## src/rtl/delay_line_pkg.sv

```systemverilog
// Shared types and defaults for the delay-line pulse measurement blocks.
// Sequencer states, parameter defaults and the per-pulse result record.
package delay_line_pkg;

  localparam int CNT_W_DEF   = 16;
  localparam int BURST_W_DEF = 8;
  localparam int TIMEOUT_DEF = 1000;
  localparam int HOLDOFF_DEF = 50;

  typedef enum logic [2:0] {
    IDLE,
    FIRE,
    WAIT,
    REPORT,
    GAP,
    DONE
  } pseq_state_t;

  typedef struct packed {
    logic                 timeout;
    logic [CNT_W_DEF-1:0] data;
  } meas_t;

endpackage

```

## src/rtl/pulse_seq_ctrl_if.sv

```systemverilog
// Result channel of the pulse sequencer: one echo measurement per transfer.
// The producer drives data/timeout/valid, the consumer drives ready.
interface pulse_seq_ctrl_if
  import delay_line_pkg::*;
#(
  parameter int CNT_W = CNT_W_DEF
) ();

  logic [CNT_W-1:0] meas_data;
  logic             meas_timeout;
  logic             meas_valid;
  logic             meas_ready;

  modport master (
    output meas_data,
    output meas_timeout,
    output meas_valid,
    input  meas_ready
  );

  modport slave (
    input  meas_data,
    input  meas_timeout,
    input  meas_valid,
    output meas_ready
  );

endinterface

```

## src/rtl/rise_detect.sv

```systemverilog
// Single-register rising-edge detector for a clk-synchronous echo line.
// The history register always tracks the input; only the output is gated by arm.
module rise_detect (
  input  logic clk,
  input  logic rst,
  input  logic arm,
  input  logic sig,
  output logic rise
);

  logic prev_q;
  logic prev_d;

  // next history value is simply the current input
  always_comb begin
    prev_d = sig;
  end

  // previous-cycle copy of the input
  always_ff @(posedge clk or posedge rst) begin
    if (rst) begin
      prev_q <= 1'b0;
    end else begin
      prev_q <= prev_d;
    end
  end

  assign rise = arm & sig & ~prev_q;

endmodule

```

## src/rtl/pulse_seq_ctrl.sv

```systemverilog
// Burst sequencer: fires trigger strobes, times each echo, reports results.
// All outputs come straight from flops; states follow the delay-line enum.
module pulse_seq_ctrl
  import delay_line_pkg::*;
#(
  parameter int CNT_W   = CNT_W_DEF,
  parameter int BURST_W = BURST_W_DEF,
  parameter int TIMEOUT = TIMEOUT_DEF,
  parameter int HOLDOFF = HOLDOFF_DEF
) (
  input  logic               clk,
  input  logic               rst,
  input  logic               start,
  input  logic [BURST_W-1:0] n_pulses,
  output logic               pulse_en,
  input  logic               echo,
  output logic               busy,
  output logic               done,
  pulse_seq_ctrl_if.master   meas
);

  localparam int GAP_W = $clog2(HOLDOFF + 1);

  pseq_state_t        state_q, state_d;
  logic [BURST_W-1:0] rem_q, rem_d;
  logic [CNT_W-1:0]   cnt_q, cnt_d;
  logic [CNT_W-1:0]   data_q, data_d;
  logic [GAP_W-1:0]   gap_q, gap_d;
  logic               tmo_q, tmo_d;
  logic               valid_q, valid_d;
  logic               pe_q, pe_d;
  logic               busy_q, busy_d;
  logic               done_q, done_d;
  logic [CNT_W-1:0]   cnt_inc;
  logic               arm;
  logic               rise;

  assign arm = (state_q == WAIT);

  rise_detect u_rise (
    .clk  (clk),
    .rst  (rst),
    .arm  (arm),
    .sig  (echo),
    .rise (rise)
  );

  // next state, counters, held result and registered output values
  always_comb begin
    state_d = state_q;
    rem_d   = rem_q;
    cnt_d   = cnt_q;
    data_d  = data_q;
    tmo_d   = tmo_q;
    valid_d = valid_q;
    gap_d   = gap_q;
    cnt_inc = cnt_q + 1'b1;
    unique case (state_q)
      IDLE: begin
        if (start) begin
          rem_d   = n_pulses;
          state_d = (n_pulses == '0) ? DONE : FIRE;
        end
      end
      FIRE: begin
        rem_d   = rem_q - 1'b1;
        cnt_d   = '0;
        state_d = WAIT;
      end
      WAIT: begin
        cnt_d = cnt_inc;
        if (rise) begin
          data_d  = cnt_inc;
          tmo_d   = 1'b0;
          valid_d = 1'b1;
          state_d = REPORT;
        end else if (cnt_inc == CNT_W'(TIMEOUT)) begin
          data_d  = CNT_W'(TIMEOUT);
          tmo_d   = 1'b1;
          valid_d = 1'b1;
          state_d = REPORT;
        end
      end
      REPORT: begin
        if (meas.meas_ready) begin
          valid_d = 1'b0;
          gap_d   = '0;
          state_d = GAP;
        end
      end
      GAP: begin
        if (gap_q == GAP_W'(HOLDOFF - 1)) begin
          state_d = (rem_q != '0) ? FIRE : DONE;
        end else begin
          gap_d = gap_q + 1'b1;
        end
      end
      DONE: begin
        state_d = IDLE;
      end
      default: begin
        state_d = IDLE;
      end
    endcase
    pe_d   = (state_d == FIRE);
    busy_d = (state_d != IDLE);
    done_d = (state_d == DONE);
  end

  // state and output registers; reset abandons any burst in flight
  always_ff @(posedge clk or posedge rst) begin
    if (rst) begin
      state_q <= IDLE;
      rem_q   <= '0;
      cnt_q   <= '0;
      data_q  <= '0;
      gap_q   <= '0;
      tmo_q   <= 1'b0;
      valid_q <= 1'b0;
      pe_q    <= 1'b0;
      busy_q  <= 1'b0;
      done_q  <= 1'b0;
    end else begin
      state_q <= state_d;
      rem_q   <= rem_d;
      cnt_q   <= cnt_d;
      data_q  <= data_d;
      gap_q   <= gap_d;
      tmo_q   <= tmo_d;
      valid_q <= valid_d;
      pe_q    <= pe_d;
      busy_q  <= busy_d;
      done_q  <= done_d;
    end
  end

  assign pulse_en          = pe_q;
  assign busy              = busy_q;
  assign done              = done_q;
  assign meas.meas_data    = data_q;
  assign meas.meas_timeout = tmo_q;
  assign meas.meas_valid   = valid_q;

endmodule

```

## src/flat_wrapper.sv

```systemverilog
// flat-port wrapper written by rule: the top's interface ports become plain ports
module pulse_seq_ctrl_flat import delay_line_pkg::*;
#(
  parameter int CNT_W   = CNT_W_DEF,
  parameter int BURST_W = BURST_W_DEF,
  parameter int TIMEOUT = TIMEOUT_DEF,
  parameter int HOLDOFF = HOLDOFF_DEF
)
  (clk, rst, start, n_pulses, pulse_en, echo, busy, done, meas_meas_data, meas_meas_timeout, meas_meas_valid, meas_meas_ready);
  pulse_seq_ctrl_if #(.CNT_W(CNT_W)) meas_i ();
  input  logic clk;
  input  logic rst;
  input  logic start;
  input  logic [BURST_W-1:0] n_pulses;
  output logic pulse_en;
  input  logic echo;
  output logic busy;
  output logic done;
  output wire logic [$bits(meas_i.meas_data)-1:0] meas_meas_data;
  output wire logic [$bits(meas_i.meas_timeout)-1:0] meas_meas_timeout;
  output wire logic [$bits(meas_i.meas_valid)-1:0] meas_meas_valid;
  input wire logic [$bits(meas_i.meas_ready)-1:0] meas_meas_ready;
  assign meas_meas_data = meas_i.meas_data;
  assign meas_meas_timeout = meas_i.meas_timeout;
  assign meas_meas_valid = meas_i.meas_valid;
  assign meas_i.meas_ready = meas_meas_ready;
  pulse_seq_ctrl #(.CNT_W(CNT_W), .BURST_W(BURST_W), .TIMEOUT(TIMEOUT), .HOLDOFF(HOLDOFF)) u_core (.clk(clk), .rst(rst), .start(start), .n_pulses(n_pulses), .pulse_en(pulse_en), .echo(echo), .busy(busy), .done(done), .meas(meas_i));
endmodule
```

## config.mk

```make
export PLATFORM = sky130hd
export DESIGN_NAME = pulse_seq_ctrl_flat
export DESIGN_NICKNAME = d
export VERILOG_FILES = /design/src/rtl/delay_line_pkg.sv /design/src/rtl/pulse_seq_ctrl_if.sv /design/src/rtl/rise_detect.sv /design/src/rtl/pulse_seq_ctrl.sv /design/src/flat_wrapper.sv
export SDC_FILE = /design/constraint.sdc
export NUM_CORES = 1
export LEC_CHECK = 0
export CORE_ASPECT_RATIO = 2
export CORE_UTILIZATION = 30
export DETAILED_ROUTE_END_ITERATION = 10
export GPL_TIMING_DRIVEN = 0
export PLACE_DENSITY = 0.54
export SYNTH_ARGS = -nofsm -noshare
export SYNTH_HDL_FRONTEND = slang
export SYNTH_SLANG_ARGS = --single-unit
```

## constraint.sdc

```tcl
create_clock -name clk -period 3.45 [get_ports clk]
set_input_delay 0.5175 -clock clk [delete_from_list [all_inputs] [get_ports clk]]
set_output_delay 0.5175 -clock clk [all_outputs]
set_load 0.02 [all_outputs]
```

==> results of run 1 <==
## routing by layer
layer	global-route usage	up-vias	part of all wire
li1	-	1155	-
met1	0.154	1167	0.34
met2	0.322	50	0.60
met3	0.0196	14	0.022
met4	0.0884	0	0.040
met5	0	-	0
## layout make-up
class                      count  share of cell area
tap                          102              0.0369
sequential                    55               0.398
inverter                       9             0.00976
buffer                        11              0.0173
timing repair buffer          34               0.101
multi-input combinational    222               0.392
clock buffer                   8              0.0452
## how the worst max path moves through the flow
stage,start,endpoint,slack [ns],cells after the start
3_3_place_gp,rst,u_core.meas.meas_data[9],0.45,2
6_report,u_core.cnt_q[0],u_core.meas.meas_data[12],0.83,8
5_1_grt,u_core.cnt_q[0],u_core.meas.meas_data[12],0.66,8
3_5_place_dp,u_core.cnt_q[0],u_core.meas.meas_data[10],0.80,8
2_1_floorplan,u_core.cnt_q[0],u_core.meas.meas_data[1],1.37,8
4_1_cts,u_core.cnt_q[0],u_core.meas.meas_data[12],0.79,8
## power groups by stage
stage | clock network, mW | registers, mW | logic, mW
finish | 0.540 | 0.982 | 1.04
global route | 0.575 | 1.01 | 1.15
CTS | 0.552 | 0.981 | 1.06
detailed placement | 0 | 0.992 | 1.05
global placement | 0 | 0.991 | 1.04
floorplan | 0 | 1.06 | 0.573
## placed cells by master (no fill, tap or decap), types with 4 or more instances in the layout
master	netlist	routed
sky130_fd_sc_hd__clkbuf_1	6	7
sky130_fd_sc_hd__dfrtp_1	55	55
sky130_fd_sc_hd__inv_1	9	8
sky130_fd_sc_hd__a21oi_1	11	11
sky130_fd_sc_hd__nand2b_1	4	4
sky130_fd_sc_hd__nor3_1	6	6
sky130_fd_sc_hd__ha_1	4	4
sky130_fd_sc_hd__or3_1	4	4
sky130_fd_sc_hd__nor4_1	5	5
sky130_fd_sc_hd__xor2_1	8	8
sky130_fd_sc_hd__o22ai_1	8	8
sky130_fd_sc_hd__o21ai_0	20	20
sky130_fd_sc_hd__clkdlybuf4s50_1	0	33
sky130_fd_sc_hd__nand3_1	15	15
sky130_fd_sc_hd__clkbuf_16	0	5
sky130_fd_sc_hd__a211o_1	4	4
sky130_fd_sc_hd__o221a_2	5	5
sky130_fd_sc_hd__o31ai_1	7	7
sky130_fd_sc_hd__o31a_2	5	5
sky130_fd_sc_hd__xnor2_1	9	9
sky130_fd_sc_hd__nand2_1	42	42
sky130_fd_sc_hd__nand4_1	4	4
sky130_fd_sc_hd__nor2_1	29	29
## logic make-up after synthesis
| family | Yosys count |
|---|---|
| XOR/XNOR | 17 |
| AO/OA/AOI/OAI | 71 |
| flip-flops | 55 |
| AND/OR/NAND/NOR | 129 |
| multiplexers | 1 |
| buffers and inverters | 20 |
| adder cells (fa/ha/maj) | 4 |
## flip-flops by register name, indices dropped and copies added (netlist names)
register,cells
u_core.cnt_q,16
u_core.meas.meas_data,16
u_core.rem_q,8
u_core.gap_q,6
u_core.state_q,3
u_core.busy,1
u_core.done,1
u_core.meas.meas_timeout,1
u_core.meas.meas_valid,1
u_core.pulse_en,1
u_core.u_rise.prev_q,1
==> impl_results.md, run 1 <==
- Outcome: finished, final reports clean
- Largest net degree at the start of global routing: 38
- Synth top area share: 0.487
- Top flip-flop cell by instance count after synthesis: sky130_fd_sc_hd__dfrtp_1
- Instance count of the mapped netlist: a little under 300
- Top cells by instance count after synthesis: 55 x sky130_fd_sc_hd__dfrtp_1, 42 x sky130_fd_sc_hd__nand2_1, 29 x sky130_fd_sc_hd__nor2_1, 20 x sky130_fd_sc_hd__o21ai_0, 15 x sky130_fd_sc_hd__nand3_1
- Vertical extent of the die: 139 µm
- I/O Pins: 34
- Net switching share of the total power: 0.388
- Filler cells: a little under 1,000
- Required time at the worst-slack endpoint: between 3 and 4 ns
- Part of the total power dissipated in the clock network: 0.210
- Sequential cell area: approximately 1400 µm²
- Final worst path period need: approximately 2.6 ns
- Unrepaired setup endpoints after global routing: no
- Synth area leaders: sky130_fd_sc_hd__dfrtp_1 49%, sky130_fd_sc_hd__nand2_1 5.6%, sky130_fd_sc_hd__nor2_1 3.8%, sky130_fd_sc_hd__o21ai_0 3.5%, sky130_fd_sc_hd__xnor2_1 2.8%
- Clock-pin slew on the worst setup and hold paths: 0.07 ns
- Number of buffer and inverter stages on the critical path: 2
- Fraction of registers with async set or reset after synthesis: 1.00
- Worst Reg2Reg Path Length in Cells: 8
- Portion of the post-synthesis area used by sequential elements: 0.487
- Clock Skews: ~0.0050 ns
- Slew Limit Headroom: 0.561
- Nets: roughly 360
- Kind of cell with the highest combined delay on the critical path: simple AND/OR/NAND/NOR gates
- Total wire length after detailed routing: roughly 7.4 mm
- Placeable core area: around 9100 µm²
- Later-pin clock latency in the skew report: approximately 0.29 ns
- Starting Density: 0.312
- Grt total ovfl: 0
- Delay contributed by the slowest stage of the critical path: 0.48 ns
- Row cnt: approximately 50
- Slew Viols, Final: 0
- Flop2flop setup slack: just over 0.8 ns
- Final worst slack: approximately 0.83 ns
- RePlAce Congestion: approximately 0.83
- Number of cells after detailed placement: 433
- Overall die width: slightly above 70 µm
- Number of violations reported at the end of detailed-routing iteration 0: approximately 110
- Global-route wire length before repair: about 12 mm
- Destination of the worst hold path: u_core.meas.meas_timeout
- Number of cells in the finished layout apart from fillers: roughly 440
- Length of the first detailed-routing pass in iterations: 4
- Max rail drop VDD: ~0.33 mV
- Startpoint-to-endpoint class of the critical path: flop to flop
- Transition time at the pin with the least slew margin: 0.655 ns
- Library cells used by synthesis: 45
- Area growth syn-to-layout: 22.4%
- Power, Total: ~2.6 mW
- Dominant combinational cell family by area after synthesis: simple AND/OR/NAND/NOR gates
- Total negative slack: 0 ns
- Final Hold Fails: 0
- Area after detailed placement: approximately 3300 µm²
- Areal power density over the cells: 742 nW/µm²
- Critical path peak fanout: 10
- Quantity of I/O buffers inserted on ports: 33
- Cell at the root of the clock tree: sky130_fd_sc_hd__clkbuf_16
- Parity-gate share of the synthesized area counting xor and xnor cells: 0.0527
- Proportion of power drawn by combinational gates: 0.407
- Number of synthesized register bits: 55
- Clock tree sinks: between 50 and 60
- Vias in the first global route: roughly 2,500
- Worst hold path type: flop to flop
- Final core utilization: 0.382
- Max clock buf depth: 2
- Worst reg2reg startpoint: u_core.cnt_q[0]
- Reg power frac: 0.383
- Mean number of vias per cell: 5.41
- Period utilization: 0.760
- Number of warnings reported in the yosys synthesis log: 0
- Portion of netlist area occupied by mux cells: 0.00354
- ANT nets after route: 0
- Pre-CTS setup slack: between 0.8 and 0.9 ns
- Min-delay src: u_core.meas.meas_timeout
- TritonCTS clock tree: built
- Net count after synthesis: between 300 and 400
- Count of flip-flops with a built-in enable after synthesis: 0
- Hold buffer count at CTS: 0
- Area fraction in and, or, nand and nor cells after synthesis: 0.235
- Fraction of final layout cells sized beyond drive strength 1: 0.0914
- Peak Freq: between 300 and 400 MHz
- Total setup buffers inserted after CTS: 0
- Share of the synthesized area in compound gates (AO/OA/AOI/OAI): 0.172
- Area share of fa/ha/maj cells after synthesis: 0.0177
- Post-route design area: 3460 µm²
- Sw Pwr: between 0.9 and 1 mW
- Reg-to-reg endpoint: u_core.meas.meas_data[12]
- P_leak: about 1.4 nW
- Multi-input logic area: between 1000 and 1500 µm²
- Hold slack: 0.492 ns
- Endpoints failing setup: 0
- Arrival time at the worst endpoint: ~2.8 ns
- Post-Synthesis Mean Instance Area: between 9 and 10 µm²
- Number of levels the H-tree was split into: 2
- Series of cell instances along the critical path: ha_1 -> inv_1 -> nor4_1 -> xnor2_1 -> nand2_1 -> nor4_4 -> buf_6 -> o22ai_1
- Max capacitance violation total: 0
- Number of vias after detailed routing: 2,386
- Quantity of gates resized following cts: 0
- Internal: 1.57 mW
- Die ar.: 9840 µm²
- Antenna violations before repair: 0
- Residual DRC: 0
- # diodes: 0
- Cell taking the most area after synthesis: sky130_fd_sc_hd__dfrtp_1
- Depth of the worst hold-timing path: 1
- Critical path capture point type: flop
- Num CTS Buffers: 5
- Gr usage total: 0.162
- Mean routed wirelength per cell: approximately 17 µm
- Crit start category: flop
- Cell type of the slowest stage on the worst timing path: sky130_fd_sc_hd__dfrtp_1
- Count leader, synth: sky130_fd_sc_hd__dfrtp_1
- Post-Syn Area: between 2000 and 3000 µm²
- Placed wire-length estimate after detailed placement: approximately 5.7 mm
No activity file was read; power rests on OpenSTA's default activity.
==> run 2, diff against run 1 <==
Clock period 3.45 ns to 2.6 ns, I/O delays scaled along.
==> run 2 against run 1 <==
Clock-buffer cell count unchanged; via count increased by 0.17%; critical path depth unchanged; clock power increased by 33%; clock skew about the same; routed wire length barely moved; sequential power grew 33%; power is 33% higher; combinational power increased by 35%; die area unchanged; utilization rose by 0.25 points; register-to-register slack got worse by 0.65 ns; largest cell class is now multi-input gates.
==> impl_results.md, run 2 (synthesis results as in run 1) <==
- Outcome: finished, final reports clean
- TritonCTS clock tree: built
- Row cnt: a little under 50
- Grt total ovfl: 0
- Cell at the root of the clock tree: sky130_fd_sc_hd__clkbuf_16
- Hold slack: ~0.4 ns
- Residual DRC: 0
- Unrepaired setup endpoints after global routing: yes
- Clock tree sinks: 55
- Total wire length after detailed routing: around 7.4 mm
- Global-route wire length before repair: ~12 mm
- Placed wire-length estimate after detailed placement: about 5.7 mm
- Max capacitance violation total: 0
- Slew Limit Headroom: 0.560
- Worst hold path type: input port to async pin
- Clock-pin slew on the worst setup and hold paths: about 0.070 ns
- Total negative slack: 0 ns
- Later-pin clock latency in the skew report: 0.29 ns
- Starting Density: 0.312
- Num CTS Buffers: 5
- Mean routed wirelength per cell: roughly 17 µm
- Startpoint-to-endpoint class of the critical path: flop to flop
- Kind of cell with the highest combined delay on the critical path: simple AND/OR/NAND/NOR gates
- Most common library cell in the layout ignoring fill and taps: sky130_fd_sc_hd__dfrtp_1
- Length of the first detailed-routing pass in iterations: 5
- Transition time at the pin with the least slew margin: about 0.66 ns
- Required time at the worst-slack endpoint: 2.76 ns
- Period utilization: 0.932
- Areal power density over the cells: 981 nW/µm²
- Number of violations reported at the end of detailed-routing iteration 0: approximately 130
- Number of vias after detailed routing: 2,390
- Crit start category: flop
- ANT nets after route: 0
- Nets: ~360
- Area after detailed placement: roughly 3300 µm²
- Pre-CTS setup slack: -0.0499 ns
- M2 GR Usage: 0.322
- Fraction of final layout cells sized beyond drive strength 1: 0.103
- Number of buffer and inverter stages on the critical path: 2
- Antenna violations before repair: 0
- P_leak: ~1.4 nW
- Vertical extent of the die: 139 µm
- Global routing met1 resource utilization: 0.154
- Vias in the first global route: 2,486
- Delay contributed by the slowest stage of the critical path: 0.44 ns
- Placeable core area: 9070 µm²
- Final Hold Fails: 0
- Number of cells after detailed placement: 433
- Mean number of vias per cell: roughly 5.4
- Final worst path period need: 2.42 ns
- Power, Total: between 3 and 4 mW
- Critical path capture point type: flop
- Die ar.: just under 10,000 µm²
- Total setup buffers inserted after CTS: 0
- Final core utilization: 0.384
- Gr usage total: 0.162
- Clock Skews: around 0.0052 ns
- Quantity of I/O buffers inserted on ports: 33
- Flop2flop setup slack: 0.18 ns
- I/O Pins: 34
- Most frequent cells in the layout: 54 x sky130_fd_sc_hd__dfrtp_1, 42 x sky130_fd_sc_hd__nand2_1, 33 x sky130_fd_sc_hd__clkdlybuf4s50_1
- RePlAce Congestion: between 0.8 and 0.9
- Series of cell instances along the critical path: ha_2 -> inv_1 -> nor4_2 -> xnor2_1 -> nand2_1 -> nor4_4 -> buf_6 -> o22ai_1
- Largest net degree at the start of global routing: 38
- Max clock buf depth: 2
- Number of cells in the finished layout apart from fillers: between 400 and 500
- Slew Viols, Final: 0
- # diodes: 0
- Overall die width: approximately 71 µm
- Arrival time at the worst endpoint: roughly 2.6 ns
- Post-route design area: around 3500 µm²
- Met3 demand-to-capacity share in global routing: 0.0196
- Critical path peak fanout: 10
- Endpoints failing setup: 0
- Peak Freq: approximately 410 MHz
- Cell type of the slowest stage on the worst timing path: sky130_fd_sc_hd__dfrtp_2
- Area growth syn-to-layout: 23.2%
- Most used routing layer in global routing: met2
- Number of levels the H-tree was split into: 2
- Final worst slack: about 0.18 ns
- Max rail drop VDD: around 0.44 mV
[run 2: cell count changes in the layout (fill, tap and decap cells not counted)]
cell / before / now
sky130_fd_sc_hd__ha_2: 0 / 1
sky130_fd_sc_hd__nor3b_4: 0 / 1
sky130_fd_sc_hd__ha_1: 4 / 3
sky130_fd_sc_hd__nor4_2: 0 / 2
sky130_fd_sc_hd__nor3b_2: 2 / 1
sky130_fd_sc_hd__nor4_1: 5 / 3
sky130_fd_sc_hd__dfrtp_2: 0 / 1
sky130_fd_sc_hd__dfrtp_1: 55 / 54
[run 2: repair_timing]
action / 4_1_cts / 5_1_grt
gates resized for setup: 1 / 4
pin swaps: 0 / 1
endpoints found under the setup margin: 19 / 20
hold buffers: 0 / 0
[run 2: routing by layer]
layer  vias up  share of wire
li1       1153              -
met1      1175           0.35
met2        48           0.59
met3        14          0.020
met4         0          0.038
met5         -              0
[run 2: path summary, 6_finish.rpt]
| path | start | endpoint | depth (start not counted) |
|---|---|---|---|
| max | u_core.cnt_q[0] | u_core.meas.meas_data[12] | 8 |
| min | rst | u_core.rem_q[7] | 2 |
| max in group asynchronous | rst | u_core.meas.meas_data[5] | 3 |
| min in group clk | u_core.meas.meas_timeout | u_core.meas.meas_timeout | 1 |
| max reg2reg | u_core.cnt_q[0] | u_core.meas.meas_data[12] | 8 |
| min reg2reg | u_core.meas.meas_timeout | u_core.meas.meas_timeout | 1 |
[run 2: where the power goes]
group | total (mW) | internal (mW) | switching (mW)
Combinational | 1.40 | 0.575 | 0.820
Clock | 0.716 | 0.411 | 0.304
Sequential | 1.31 | 1.10 | 0.202
Total | 3.42 | 2.09 | 1.33
[run 2: area by class of cell]
class | instances | area [µm²]
repair buffers | 34 | 350
flip-flops and latches | 55 | 1380
fillers | 970 | 5590
plain buffers | 11 | 60.1
inverters | 9 | 33.8
clock buffers | 8 | 156
well taps | 102 | 128
multi-input cells | 222 | 1380
